[config.mk]
export PLATFORM = sky130hd
export DESIGN_NAME = prod_err_accum
export DESIGN_NICKNAME = d
export VERILOG_FILES = /design/src/rtl/prod_err_pkg.sv /design/src/rtl/prod_err_diff.sv /design/src/rtl/prod_err_accum.sv
export SDC_FILE = /design/constraint.sdc
export NUM_CORES = 1
export LEC_CHECK = 0
export ABC_AREA = 1
export CORE_MARGIN = 2
export CORE_UTILIZATION = 60
export CTS_CLUSTER_DIAMETER = 40
export CTS_CLUSTER_SIZE = 40
export DETAILED_ROUTE_END_ITERATION = 10
export PLACE_DENSITY = 0.82
export SYNTH_ARGS = -nofsm -noshare
export SYNTH_HDL_FRONTEND = slang
export SYNTH_SLANG_ARGS = --single-unit
[constraint.sdc]
create_clock -name clk -period 2.8 [get_ports clk]
set_input_delay 0.42 -clock clk [delete_from_list [all_inputs] [get_ports clk]]
set_output_delay 0.42 -clock clk [all_outputs]
set_load 0.02 [all_outputs]
[src/rtl/prod_err_pkg.sv]
// Shared types, default widths and width helpers for the product-error accumulator.
package prod_err_pkg;

    typedef enum logic [1:0] {
        IDLE  = 2'd0,
        RUN   = 2'd1,
        DRAIN = 2'd2,
        DONE  = 2'd3
    } state_t;

    localparam int DEF_BIT_WIDTH   = 8;
    localparam int DEF_OUT_WIDTH   = 2 * DEF_BIT_WIDTH;
    localparam int DEF_NUM_SAMPLES = 1024;

    // Wide enough that num_samples worst-case errors can never overflow the sum.
    function automatic int acc_width(input int out_width, input int num_samples);
        return out_width + $clog2(num_samples);
    endfunction

endpackage

[src/rtl/prod_err_diff.sv]
// Two-stage pipe: S1 registers the exact product and the returned product,
// S2 registers the absolute difference. Valid bits carry bubbles through.
module prod_err_diff
    import prod_err_pkg::*;
#(
    parameter int BIT_WIDTH = DEF_BIT_WIDTH,
    parameter int OUT_WIDTH = DEF_OUT_WIDTH
) (
    input  logic                 clk,
    input  logic                 rst_n,
    input  logic                 clear,
    input  logic                 in_valid,
    input  logic [BIT_WIDTH-1:0] in_a,
    input  logic [BIT_WIDTH-1:0] in_b,
    input  logic [OUT_WIDTH-1:0] in_prod,
    output logic                 diff_valid,
    output logic [OUT_WIDTH-1:0] diff
);

    logic                 s1_valid_reg;
    logic [OUT_WIDTH-1:0] exact_reg;
    logic [OUT_WIDTH-1:0] prod_reg;
    logic                 s2_valid_reg;
    logic [OUT_WIDTH-1:0] diff_reg;
    logic [OUT_WIDTH:0]   delta;
    logic [OUT_WIDTH:0]   delta_neg;
    logic [OUT_WIDTH-1:0] diff_next;

    always_ff @(posedge clk or negedge rst_n) begin
        if (!rst_n) begin
            s1_valid_reg <= 1'b0;
            exact_reg    <= '0;
            prod_reg     <= '0;
        end else if (clear) begin
            s1_valid_reg <= 1'b0;
        end else begin
            s1_valid_reg <= in_valid;
            if (in_valid) begin
                exact_reg <= OUT_WIDTH'(in_a) * OUT_WIDTH'(in_b);
                prod_reg  <= in_prod;
            end
        end
    end

    // One extra bit so that out > exact is seen as a negative difference.
    assign delta     = {1'b0, exact_reg} - {1'b0, prod_reg};
    assign delta_neg = -delta;
    assign diff_next = delta[OUT_WIDTH] ? delta_neg[OUT_WIDTH-1:0] : delta[OUT_WIDTH-1:0];

    always_ff @(posedge clk or negedge rst_n) begin
        if (!rst_n) begin
            s2_valid_reg <= 1'b0;
            diff_reg     <= '0;
        end else if (clear) begin
            s2_valid_reg <= 1'b0;
        end else begin
            s2_valid_reg <= s1_valid_reg;
            if (s1_valid_reg) begin
                diff_reg <= diff_next;
            end
        end
    end

    assign diff_valid = s2_valid_reg;
    assign diff       = diff_reg;

endmodule

[src/rtl/prod_err_accum.sv]
// Windowed error statistics for an approximate multiplier: sum, max and count of
// nonzero |a*b - out|. Define PROD_ERR_SQ_EN to add the err_sq_sum output (S3 stage).
module prod_err_accum
    import prod_err_pkg::*;
#(
    parameter int BIT_WIDTH   = DEF_BIT_WIDTH,
    parameter int OUT_WIDTH   = DEF_OUT_WIDTH,
    parameter int NUM_SAMPLES = DEF_NUM_SAMPLES,
    parameter int ACC_W       = acc_width(OUT_WIDTH, NUM_SAMPLES),
    parameter int CNT_W       = $clog2(NUM_SAMPLES + 1)
) (
    input  logic                 clk,
    input  logic                 rst_n,
    input  logic                 clear,
    input  logic                 in_valid,
    output logic                 in_ready,
    input  logic [BIT_WIDTH-1:0] in_a,
    input  logic [BIT_WIDTH-1:0] in_b,
    input  logic [OUT_WIDTH-1:0] out,
    output logic                 res_valid,
    input  logic                 res_ready,
    output logic [ACC_W-1:0]     err_sum,
    output logic [OUT_WIDTH-1:0] err_max,
`ifdef PROD_ERR_SQ_EN
    output logic [2*OUT_WIDTH+$clog2(NUM_SAMPLES)-1:0] err_sq_sum,
`endif
    output logic [CNT_W-1:0]     err_cnt
);

    localparam logic [CNT_W-1:0] LAST = CNT_W'(NUM_SAMPLES);

    state_t               state_reg;
    logic [CNT_W-1:0]     accepted_reg;
    logic [CNT_W-1:0]     done_cnt_reg;
    logic [ACC_W-1:0]     sum_reg;
    logic [OUT_WIDTH-1:0] max_reg;
    logic [CNT_W-1:0]     cnt_reg;
    logic                 take;
    logic                 res_take;
    logic                 d_valid;
    logic [OUT_WIDTH-1:0] d_diff;
    logic                 acc_valid;
    logic [OUT_WIDTH-1:0] acc_diff;

    assign in_ready  = (state_reg == IDLE) || ((state_reg == RUN) && (accepted_reg < LAST));
    assign take      = in_valid && in_ready && !clear;
    assign res_valid = (state_reg == DONE);
    assign res_take  = res_valid && res_ready;

    prod_err_diff #(
        .BIT_WIDTH (BIT_WIDTH),
        .OUT_WIDTH (OUT_WIDTH)
    ) u_diff (
        .clk        (clk),
        .rst_n      (rst_n),
        .clear      (clear),
        .in_valid   (take),
        .in_a       (in_a),
        .in_b       (in_b),
        .in_prod    (out),
        .diff_valid (d_valid),
        .diff       (d_diff)
    );

`ifdef PROD_ERR_SQ_EN
    localparam int SQ_W = 2*OUT_WIDTH + $clog2(NUM_SAMPLES);
    localparam int PW   = 2*OUT_WIDTH;

    logic                 s3_valid_reg;
    logic [OUT_WIDTH-1:0] s3_diff_reg;
    logic [PW-1:0]        s3_sq_reg;
    logic [SQ_W-1:0]      sq_sum_reg;

    // The square gets its own register stage; diff is delayed alongside it.
    always_ff @(posedge clk or negedge rst_n) begin
        if (!rst_n) begin
            s3_valid_reg <= 1'b0;
            s3_diff_reg  <= '0;
            s3_sq_reg    <= '0;
        end else if (clear) begin
            s3_valid_reg <= 1'b0;
        end else begin
            s3_valid_reg <= d_valid;
            if (d_valid) begin
                s3_diff_reg <= d_diff;
                s3_sq_reg   <= PW'(d_diff) * PW'(d_diff);
            end
        end
    end

    always_ff @(posedge clk or negedge rst_n) begin
        if (!rst_n) begin
            sq_sum_reg <= '0;
        end else if (clear || res_take) begin
            sq_sum_reg <= '0;
        end else if (s3_valid_reg) begin
            sq_sum_reg <= sq_sum_reg + SQ_W'(s3_sq_reg);
        end
    end

    assign acc_valid  = s3_valid_reg;
    assign acc_diff   = s3_diff_reg;
    assign err_sq_sum = sq_sum_reg;
`else
    assign acc_valid = d_valid;
    assign acc_diff  = d_diff;
`endif

    always_ff @(posedge clk or negedge rst_n) begin
        if (!rst_n) begin
            sum_reg      <= '0;
            max_reg      <= '0;
            cnt_reg      <= '0;
            done_cnt_reg <= '0;
        end else if (clear || res_take) begin
            sum_reg      <= '0;
            max_reg      <= '0;
            cnt_reg      <= '0;
            done_cnt_reg <= '0;
        end else if (acc_valid) begin
            sum_reg      <= sum_reg + ACC_W'(acc_diff);
            if (acc_diff > max_reg) begin
                max_reg <= acc_diff;
            end
            if (acc_diff != '0) begin
                cnt_reg <= cnt_reg + CNT_W'(1);
            end
            done_cnt_reg <= done_cnt_reg + CNT_W'(1);
        end
    end

    always_ff @(posedge clk or negedge rst_n) begin
        if (!rst_n) begin
            state_reg    <= IDLE;
            accepted_reg <= '0;
        end else if (clear) begin
            state_reg    <= IDLE;
            accepted_reg <= '0;
        end else begin
            case (state_reg)
                IDLE: if (take) begin
                    accepted_reg <= CNT_W'(1);
                    state_reg    <= (NUM_SAMPLES == 1) ? DRAIN : RUN;
                end
                RUN: if (take) begin
                    accepted_reg <= accepted_reg + CNT_W'(1);
                    if (accepted_reg + CNT_W'(1) == LAST) begin
                        state_reg <= DRAIN;
                    end
                end
                // Waiting on the registered count adds the cycle that aligns res_valid.
                DRAIN: if (done_cnt_reg == LAST) begin
                    state_reg <= DONE;
                end
                DONE: if (res_ready) begin
                    state_reg    <= IDLE;
                    accepted_reg <= '0;
                end
                default: state_reg <= IDLE;
            endcase
        end
    end

    assign err_sum = sum_reg;
    assign err_max = max_reg;
    assign err_cnt = cnt_reg;

endmodule

### After elaboration in Yosys (flattened, before gate mapping)

Cells that the tools add are included.

* register bits: 127
* bits in latches: 0
* bits in writable memories: 0
* ROM bits: 0
* memories kept: 0

* add/sub/neg operators: 6
* multipliers: 1
* div/mod/pow operators: 0
* $lt $le $gt $ge: 2
* eq/ne operators: 10
* shift-type cells: 0
* muxes and demuxes: 25
* bitwise logic cells: 1
* reduce and logical (&&, ||, !) cells: 19

Operators with widths (count)
* two-way mux 11 bit: 9
* two-way mux 16 bit: 4
* two-way mux 26 bit: 2
* adder 11 x 1 -> 11 bit, second input constant: 3
* one-hot mux 11 bit (3 select lines): 1
* adder 26 x 16 -> 26 bit: 1
* equality test 11 bit, second input constant: 2
* subtractor 16 x 16 -> 17 bit: 1
* greater-than comparator 16 bit: 1
* multiplier 8 x 8 -> 16 bit: 1
* negation 16 bit: 1
* nonzero test 16 bit: 1
* two-way mux 2 bit: 6
* != test 3 x 2 -> 1 bit, second input constant: 4
* < comparator 11 bit, second input constant: 1
* one-hot mux 2 bit (4 select lines): 1
* AND reduction 2 bit: 4
* nonzero test 2 bit: 3
* AND reduction 5 bit: 1
* equality test 2 bit, second input constant: 2
* logical AND 1 bit: 4
* AND reduction 4 bit: 1
* nonzero test 4 bit: 1
* != test 3 bit, second input constant: 1
* 6 further kinds: 8

### Longest topological paths before layout

Gate-level depths: netlist of the first run.

* depth in word-level cells: 8
* gate-level depth with buffers: 22
* mapped depth without buffers: 21

### By module

Synthesis of the first run repeated with hierarchy kept, for this count alone.

* cell total of the unflattened synthesis: 1502
* area, all modules: 10646.5 sq um

By module, submodules not included
* prod_err_diff: instances 1, cells each 784, area an instance 5420.2 sq um, sequential area each 1251.2 sq um
* prod_err_accum: instances 1, cells each 718, area an instance 5226.3 sq um, sequential area each 1926.8 sq um

### Least setup slack after synthesis of the first run

No wires, ideal clock.

* path type: in2reg
* start point: input port in_a[0]
* end point: register u_diff.exact_reg[13]
* setup time: 118 ps
* arrival time: 4136 ps
* slack: -1454 ps
* cell stages on the path: 20
* path through: clkbuf_1 nand2_1 fa_1 fa_1 inv_1 fa_1 inv_1 fa_1 inv_1 ha_1 nand2_1 inv_1 nand2_1 nand2_1 nand2_1 nand2_1 a31oi_1 or2_2 nand3_1 nand2_1

* cells in the longest elaborated chain, start to end: 1

RTL lines
* start, declared: line prod_err_accum.sv:17 `input logic [BIT_WIDTH-1:0] in_a,`
* multiplier 8 x 8 -> 16 bit: line prod_err_diff.sv:39 `exact_reg <= OUT_WIDTH'(in_a) * OUT_WIDTH'(in_b);`
* end signal, assigned: line prod_err_diff.sv:39
* end, declared: line prod_err_diff.sv:21 `logic [OUT_WIDTH-1:0] exact_reg;`

Every way passes these cells.
A chain may end at the register's enable or synchronous reset.

### Final worst setup path of the first run

* start point: input port in_a[3]
* end point: register u_diff.exact_reg[10]

Same word-level chain as after synthesis.

==> results of run 1 <==
-- timing repair --
item                                   4_1_cts  5_1_grt
endpoints found under the hold margin        0        0
gates resized for setup                    115       48
cloned                                       0        0
setup endpoints to repair                   12       12
buffers inserted                             2        5
pin swaps                                   33       28
-- worst max-delay path: cells and delay by family --
family                   cells  cell delay (ps)
AO/OA/AOI/OAI                4              490
XOR/XNOR                     1              220
adder cells (fa/ha/maj)      5             2260
buffers and inverters        6              520
AND/OR/NAND/NOR              1               60
-- power by group --
| group | switching (mW) | leakage (nW) | internal, mW |
|---|---|---|---|
| clock | 0.897 | 0.293 | 1.42 |
| combinational | 5.05 | 4.88 | 3.34 |
| sequential | 0.450 | 1.69 | 2.31 |
| total | 6.40 | 6.87 | 7.06 |
-- worst paths after layout --
path                                                    end  slack (ps)  cells past startpoint
setup / recovery           u_diff.exact_reg[10]$_DFFE_PN0P_        -900                     17
hold / removal                       err_sum[2]$_DFFE_PN0P_          30                      1
setup reg to reg                u_diff.diff[15]$_DFFE_PN0P_         320                     17
hold reg to reg             u_diff.exact_reg[2]$_DFFE_PN0P_         480                      2
max in group asynchronous          state_reg[0]$_DFFE_PN0P_        2040                      2
min in group clk            u_diff.exact_reg[2]$_DFFE_PN0P_         480                      2
-- Yosys cell counts, types with 3 or more instances --
cell type | n | share of area, %
buf_2 | 7 | 0.34
nand4_1 | 17 | 1.0
nor2_2 | 4 | 0.24
xor2_1 | 20 | 1.7
nand3_1 | 98 | 4.7
a31oi_1 | 7 | 0.42
inv_1 | 265 | 9.5
nor4_1 | 7 | 0.42
nor3_1 | 17 | 0.82
nand2_2 | 8 | 0.48
o21ai_0 | 78 | 3.7
xnor2_1 | 8 | 0.67
nor2_4 | 4 | 0.43
fa_1 | 38 | 7.3
o22ai_1 | 5 | 0.30
or2_2 | 4 | 0.24
o21ai_1 | 11 | 0.53
buf_4 | 3 | 0.22
clkbuf_1 | 29 | 1.0
o31ai_1 | 8 | 0.58
a21oi_1 | 68 | 3.3
nand2_1 | 422 | 15
ha_1 | 93 | 11
o21ai_2 | 3 | 0.25
dfrtp_1 | 127 | 30
o211ai_1 | 3 | 0.22
nor2_1 | 75 | 2.7
nand3b_1 | 3 | 0.22
-- per-layer routing --
metal  track usage, %  up-vias  routed length [µm]
li1                 -     4896                   -
met1            35.00     4675               10920
met2            50.28      339               13540
met3            4.474       68                1412
met4            7.639        0                 667
met5                0        -                   0
-- cells by family after synthesis --
group	synth area share, %
AND/OR/NAND/NOR	27.09
buffers and inverters	11.31
AO/OA/AOI/OAI	10.37
adder cells (fa/ha/maj)	18.43
flip-flops	30.44
XOR/XNOR	2.349
-- final cells by class --
cell class	instances	area, µm²	area share, %
sequential	127	3178	24.34
multi-input combinational	1023	6447	49.38
inverter	269	1011	7.742
clock inverter	14	180.2	1.380
tap	225	281.5	2.156
clock buffer	18	429.2	3.287
timing repair buffer	163	1530	11.72
==> impl_metrics.toml, run 1 <==
[power_and_ir_drop]
power.total_mw = 13.46
power_leakage_nw = 6.867
peakVddDrop_v = 0.0006184
powerDensity_nw_per_um2 = 1031

[synthesis]
async_flop_share_pct = 100.0
yosysUniqueCellTypes = 48
seq_area_frac_synth_pct = 30.44
yosys_most_used_dff = "dfrtp_1"
syn_avg_cell_area_um2 = 7.155
syn-cell-area_um2 = 10440
syn-num-nets = 1627
synth_edf_count = 0
synth_cells = 1459
ys_ff_latch = 127
yosysWarnings = 0

[worst_setup_path]
crit_fanout = 5
worstSetupPathType = "primary input to register"
cp-start-kind = "primary input"
required_ps = 3070
arrival_ps = 3980
cp-startpoint = "in_a[3]"
cpMostUsedCell = "fa_1"
r2r_start = "u_diff.prod_reg[0]$_DFFE_PN0P_"
cp_slowest_cell = "fa_1"
cpPeakStageDelay_ps = 510
endpoint_kind = "register"
worstPathCellList = "buf_8, buf_6, nand2_4, inv_2, fa_1, fa_1, fa_1, inv_1, fa_1, inv_2, ha_4, a21oi_4, o21ai_4, a21oi_2, buf_4, xor2_1, o21ai_1"

[clocking]
h-tree-depth = 4
cts_buffer_depth = 2
cts-hold-fix-buffers = 0
cts.sinks = 127
clockRootBuffer = "clkbuf_16"
cts.clk_slew.worst_paths_ps = 60
cts_made_buffers = 17
cts_tree = "built"
clock_latency_ps = 420

[floorplanning]
initial_utilization_pct = 60.77
io_pins = 92
die_area_um2 = 18470
core_area_um2 = 17180
num_rows = 48
die_x_um = 135.9
die_h_um = 135.9

[finish]
largest_reg_flops = 26
fin_cells = 1839
finalInstanceArea_um2 = 13060
post-route-util_pct = 76.02
area_growth_pct = 25.09
nets = 1769
layout_common_cells = "399 x nand2_1, 248 x inv_1, 127 x dfrtp_1"
layout.cells.most_common = "nand2_1"
diodes = 0
drive_gt1_share_pct = 13.75
nFillCells = 1255

[drt]
wl_per_cell_um = 14.44
drtIter0Drc = 627
detail-route-antenna-nets = 0
viasPerCell = 5.426
dr_total_vias = 9978
drtPass1Iterations = 5
drc_errors = 0
wl_mm = 26.55

[grt]
grt_usage_pct = 28.01
grt_pass1_vias = 9371
grt_max_degree = 55
overflow = 0
antenna_found_initial = 0
grt_pass1_wl_mm = 41.92

[sta]
fin_setup_tns_ps = -7696
rsz0062_at_grt = "true"
worst_clock_skew_ps = 9.864
hold_viol = 0
max_freq_mhz = 269.9
finalMaxSlewViolations = 0
finalSetupViolations = 11
finalCriticalPeriod_ps = 3705
tightestPinTransition_ps = 746.3
whs_ps = 32.81
worst_slack_ps = -904.8
finalCritPeriodShare_pct = 132.3
slew-limit-headroom_pct = 50.19

[placed_design]
dpl.hpwl_mm = 19.26
place_area_um2 = 12090
place.gp.congestion = 0.9249
pre_cts_slack_ps = -1785
place_inst = 1801
portBuffers = 91

[flow_run]
cap_violations = 0

[worst_hold_path]
min_path_type = "primary input to async pin"

[status]
violations = "setup timing"
status = "finished, violations left"
(Power assumes the default switching activity.)
==> run 2, diff against run 1 <==
--- a/config.mk
+++ b/config.mk
@@ -11,7 +11,7 @@
 export CTS_CLUSTER_DIAMETER = 40
 export CTS_CLUSTER_SIZE = 40
 export DETAILED_ROUTE_END_ITERATION = 10
-export PLACE_DENSITY = 0.82
+export PLACE_DENSITY_LB_ADDON = 0.2
 export SYNTH_ARGS = -nofsm -noshare
 export SYNTH_HDL_FRONTEND = slang
 export SYNTH_SLANG_ARGS = --single-unit
==> impl_metrics.toml, run 2 (synthesis gave the netlist of run 1 again) <==
[clocking]
clock_latency_ps = 430
h-tree-depth = 4
cts_made_buffers = 17
cts_tree = "built"
cts.clk_slew.worst_paths_ps = 70
cts.sinks = 127
cts_buffer_depth = 2
cts-hold-fix-buffers = 0
clockRootBuffer = "clkbuf_16"

[worst_setup_path]
cp-start-kind = "primary input"
worstPathCellList = "buf_8, nand2_4, fa_1, fa_1, inv_2, fa_1, inv_2, fa_1, inv_2, ha_4, buf_6, a21oi_4, o21ai_2, nand2_1, nand3_2, or2_4, nand3_2, nand2_1"
worstSetupPathType = "primary input to register"
required_ps = 3100
arrival_ps = 4020
cp_slowest_cell = "fa_1"
crit_fanout = 6
endpoint_kind = "register"
cpPeakStageDelay_ps = 580
cpMostUsedCell = "fa_1"

[drt]
drtPass1Iterations = 5
drtIter0Drc = 679
viasPerCell = 5.417
wl_mm = 27.04
detail-route-antenna-nets = 0
drc_errors = 0
wl_per_cell_um = 14.67
dr_total_vias = 9983

[finish]
layout.cells.most_common = "nand2_1"
nets = 1774
seqCellArea_um2 = 3178
diodes = 0
post-route-util_pct = 76.54
nFillCells = 1224
area_growth_pct = 25.94
drive_gt1_share_pct = 14.65
finalInstanceArea_um2 = 13150
multiInputGateArea_um2 = 6489
largest_reg_flops = 26
layout_common_cells = "397 x nand2_1, 245 x inv_1, 127 x dfrtp_1"

[sta]
finalCriticalPeriod_ps = 3724
hold_viol = 6
finalMaxSlewViolations = 0
max_freq_mhz = 268.5
rsz0062_at_grt = "true"
worst_slack_ps = -924.1
finalSetupViolations = 11
whs_ps = -19.14
finalCritPeriodShare_pct = 133.0
fin_setup_tns_ps = -7685
worst_clock_skew_ps = 10.36
slew-limit-headroom_pct = 50.51
tightestPinTransition_ps = 741.6

[floorplanning]
core_area_um2 = 17180
die_area_um2 = 18470
die_x_um = 135.9
die_h_um = 135.9
initial_utilization_pct = 60.77
num_rows = 48
io_pins = 92

[grt]
antenna_found_initial = 0
grt_pass1_wl_mm = 43.13
grt_usage_pct = 29.01
grt_pass1_vias = 9555
grt_max_degree = 52
overflow = 0

[placed_design]
place.gp.congestion = 0.8912
portBuffers = 91
dpl.hpwl_mm = 19.14
place_area_um2 = 12070

[power_and_ir_drop]
power_leakage_nw = 6.898
peakVddDrop_v = 0.0007205
power.total_mw = 13.49
powerDensity_nw_per_um2 = 1026

[worst_hold_path]
min_path_type = "primary input to async pin"

[status]
violations = "hold timing, setup timing"
status = "finished, violations left"

[flow_run]
cap_violations = 0
-- run 2: changes by cell type in the layout (fill, tap and decap cells not counted), sizes merged --
cell / previous run / this run
buf: 87 / 92
clkinv: 5 / 7
bufinv: 3 / 2
clkbuf: 18 / 17
inv: 273 / 272
-- run 2: cell type report --
| class | instances | area share (%) |
|---|---|---|
| Clock buffer | 17 | 3.236 |
| Clock inverter | 14 | 1.209 |
| Inverter | 269 | 7.690 |
| Multi-Input combinational cell | 1023 | 49.36 |
| Sequential cell | 127 | 24.17 |
| Tap cell | 225 | 2.141 |
| Timing Repair Buffer | 168 | 12.19 |
-- run 2: timing repair --
action | in CTS | in global routing
endpoints found under the setup margin | 12 | 13
gates resized for setup | 159 | 30
setup buffers | 9 | 8
pin swaps | 46 | 39
-- run 2: layer usage --
| metal | global-route usage [%] | wire length, µm | vias up |
|---|---|---|---|
| met3 | 4.810 | 1135 | 71 |
| met5 | 0 | 0 | - |
| li1 | - | - | 4913 |
| met1 | 36.17 | 11340 | 4684 |
| met4 | 9.780 | 833 | 0 |
| met2 | 51.15 | 13730 | 315 |
-- run 2: final timing paths --
kind	endpoint	slack, ps	start	cells after the start
max	u_diff.exact_reg[14]$_DFFE_PN0P_	-920	in_b[7]	18
min	err_sum[1]$_DFFE_PN0P_	-20	rst_n	1
max reg2reg	u_diff.diff[13]$_DFFE_PN0P_	320	u_diff.prod_reg[0]$_DFFE_PN0P_	17
min reg2reg	u_diff.exact_reg[3]$_DFFE_PN0P_	480	u_diff.exact_reg[3]$_DFFE_PN0P_	2
max in group asynchronous	u_diff.exact_reg[6]$_DFFE_PN0P_	1930	rst_n	2
min in group clk	u_diff.exact_reg[3]$_DFFE_PN0P_	480	u_diff.exact_reg[3]$_DFFE_PN0P_	2
-- run 2: power by group --
group / switching [mW] / internal (mW) / total (mW) / leakage [nW]
combinational: 5.11 / 3.40 / 8.51 / 4.93
sequential: 0.455 / 2.31 / 2.76 / 1.69
clock: 0.895 / 1.32 / 2.22 / 0.281
total: 6.46 / 7.03 / 13.5 / 6.90
-- run 2: through the flow --
| stage | cells | setup slack, ps |
|---|---|---|
| floorplan | 1459 | -1138 |
| global placement | 1798 | -1727 |
| detailed placement | 1798 | -1826 |
| CTS | 1838 | -772.1 |
| global route | 1843 | -1017 |
| finish | 1843 | -924.1 |
-- run 2: worst max-delay path, delay by kind of cell --
family | cells | cell delay, ps
compound gates | 2 | 260
buf+inv | 5 | 360
simple gates | 6 | 650
fa+ha+maj | 5 | 2320
==> run 3, diff against run 2 <==
==> constraint.sdc (replaced) <==
create_clock -name clk -period 2.8 [get_ports clk]
set_input_delay 0.56 -clock clk [delete_from_list [all_inputs] [get_ports clk]]
set_output_delay 0.56 -clock clk [all_outputs]
set_load 0.02 [all_outputs]
==> impl_metrics.toml, run 3 (synthesis gave the netlist of run 1 again) <==
[sta]
max_freq_mhz = 262.3
whs_ps = 169.6
finalMaxSlewViolations = 0
slew-limit-headroom_pct = 51.02
worst_clock_skew_ps = 9.118
fin_setup_tns_ps = -8976
rsz0062_at_grt = "true"
tightestPinTransition_ps = 734.7
worst_slack_ps = -1013
finalCriticalPeriod_ps = 3813
finalCritPeriodShare_pct = 136.2
hold_viol = 0
finalSetupViolations = 12

[clocking]
cts.clk_slew.worst_paths_ps = 60
clock_latency_ps = 430
clockRootBuffer = "clkbuf_16"
cts-hold-fix-buffers = 0
h-tree-depth = 4
cts_made_buffers = 17
cts_buffer_depth = 2
cts_tree = "built"
cts.sinks = 127

[flow_run]
cap_violations = 0

[drt]
dr_total_vias = 9991
drtPass1Iterations = 5
drc_errors = 0
wl_per_cell_um = 14.36
highest_layer = "met4"
detail-route-antenna-nets = 0
wl_mm = 26.46
wl_met2_mm = 13.19
dr_wl_met3_mm = 1.174
drtIter0Drc = 646
viasPerCell = 5.421
routedLengthMet1_mm = 11.40

[finish]
area_growth_pct = 25.30
largest_reg_flops = 26
drive_gt1_share_pct = 14.09
nets = 1774
layout_common_cells = "400 x nand2_1, 247 x inv_1, 127 x dfrtp_1"
diodes = 0
fin_cells = 1843
layout.cells.most_common = "nand2_1"

[worst_setup_path]
arrival_ps = 4130
cpPeakStageDelay_ps = 520
worstSetupPathType = "primary input to register"
cp-start-kind = "primary input"
worstPathCellList = "buf_12, buf_6, nand2_4, inv_2, fa_2, fa_1, inv_2, fa_1, fa_1, inv_2, ha_4, nand2_2, o211ai_1, nand2_1, nand2_2, nand2_2, nand2_2, a31oi_1, or2_4, nand3_2, nand2_1"
cp_slowest_cell = "fa_1"
required_ps = 3110
crit_fanout = 5
endpoint_kind = "register"
cpMostUsedCell = "nand2_2"
r2r_slack_ps = 270

[worst_hold_path]
min_path_type = "primary input to async pin"

[power_and_ir_drop]
peakVddDrop_v = 0.0006821
powerDensity_nw_per_um2 = 1022
power_leakage_nw = 6.881
power.total_mw = 13.36

[floorplanning]
die_area_um2 = 18470
num_rows = 48
io_pins = 92
initial_utilization_pct = 60.77
die_h_um = 135.9
die_x_um = 135.9
core_area_um2 = 17180

[grt]
grt_usage_pct = 29.37
grt_pass1_wl_mm = 43.46
overflow = 0
grt_max_degree = 128
grt_pass1_vias = 9481
antenna_found_initial = 0

[placed_design]
place_inst = 1795
dpl.hpwl_mm = 19.12
place.gp.congestion = 0.9061
portBuffers = 91
pre_cts_slack_ps = -1923

[status]
violations = "setup timing"
status = "finished, violations left"
-- run 3: worst paths after layout --
kind / startpoint / to / cells past startpoint
min in group clk: u_diff.exact_reg[3]$_DFFE_PN0P_ / u_diff.exact_reg[3]$_DFFE_PN0P_ / 2
hold reg to reg: u_diff.exact_reg[3]$_DFFE_PN0P_ / u_diff.exact_reg[3]$_DFFE_PN0P_ / 2
hold / removal: rst_n / err_sum[1]$_DFFE_PN0P_ / 2
max in group asynchronous: rst_n / u_diff.prod_reg[10]$_DFFE_PN0P_ / 2
setup reg to reg: u_diff.exact_reg[0]$_DFFE_PN0P_ / u_diff.diff[13]$_DFFE_PN0P_ / 18
setup / recovery: in_a[3] / u_diff.exact_reg[13]$_DFFE_PN0P_ / 21
-- run 3: critical path, delay by kind of cell --
kind / cells / cell delay (ps)
AO/OA/AOI/OAI: 2 / 310
adder cells (fa/ha/maj): 5 / 2140
AND/OR/NAND/NOR: 9 / 730
buffers and inverters: 5 / 350
-- run 3: cell type report --
class | count | area [µm²]
clock buffer | 17 | 425.4
sequential | 127 | 3178
fill | 1294 | 4096
timing repair buffer | 168 | 1609
tap | 225 | 281.5
clock inverter | 14 | 183.9
inverter | 269 | 1011
multi-input combinational | 1023 | 6391
-- run 3: repair_timing --
item / CTS / global route
resized for setup: 141 / 24
setup buffers: 13 / 5
pin swaps: 56 / 34
endpoints found under the setup margin: 13 / 13
hold endpoints to repair: 0 / 0
-- run 3: report_power, final --
part           internal, mW  total (mW)  switching, mW  leakage, nW
Clock                  1.41        2.31          0.898        0.296
Sequential             2.31        2.75          0.446         1.69
Combinational          3.27        8.30           5.03         4.89
Total                  6.99        13.4           6.37         6.88
-- run 3: per-stage QoR --
step / utilization (%) / area [µm²]
final: 76.15 / 13080
after floorplan: - / 10710
after CTS: 75.46 / 12960
after global routing: 76.15 / 13080
after global placement: 70.21 / 12060
after detailed placement: 70.21 / 12060
-- run 3: layer usage --
layer	vias to the layer above	track usage, %
met5	-	0
met4	0	10.13
met3	64	4.362
met2	290	51.43
met1	4715	37.16
li1	4922	-
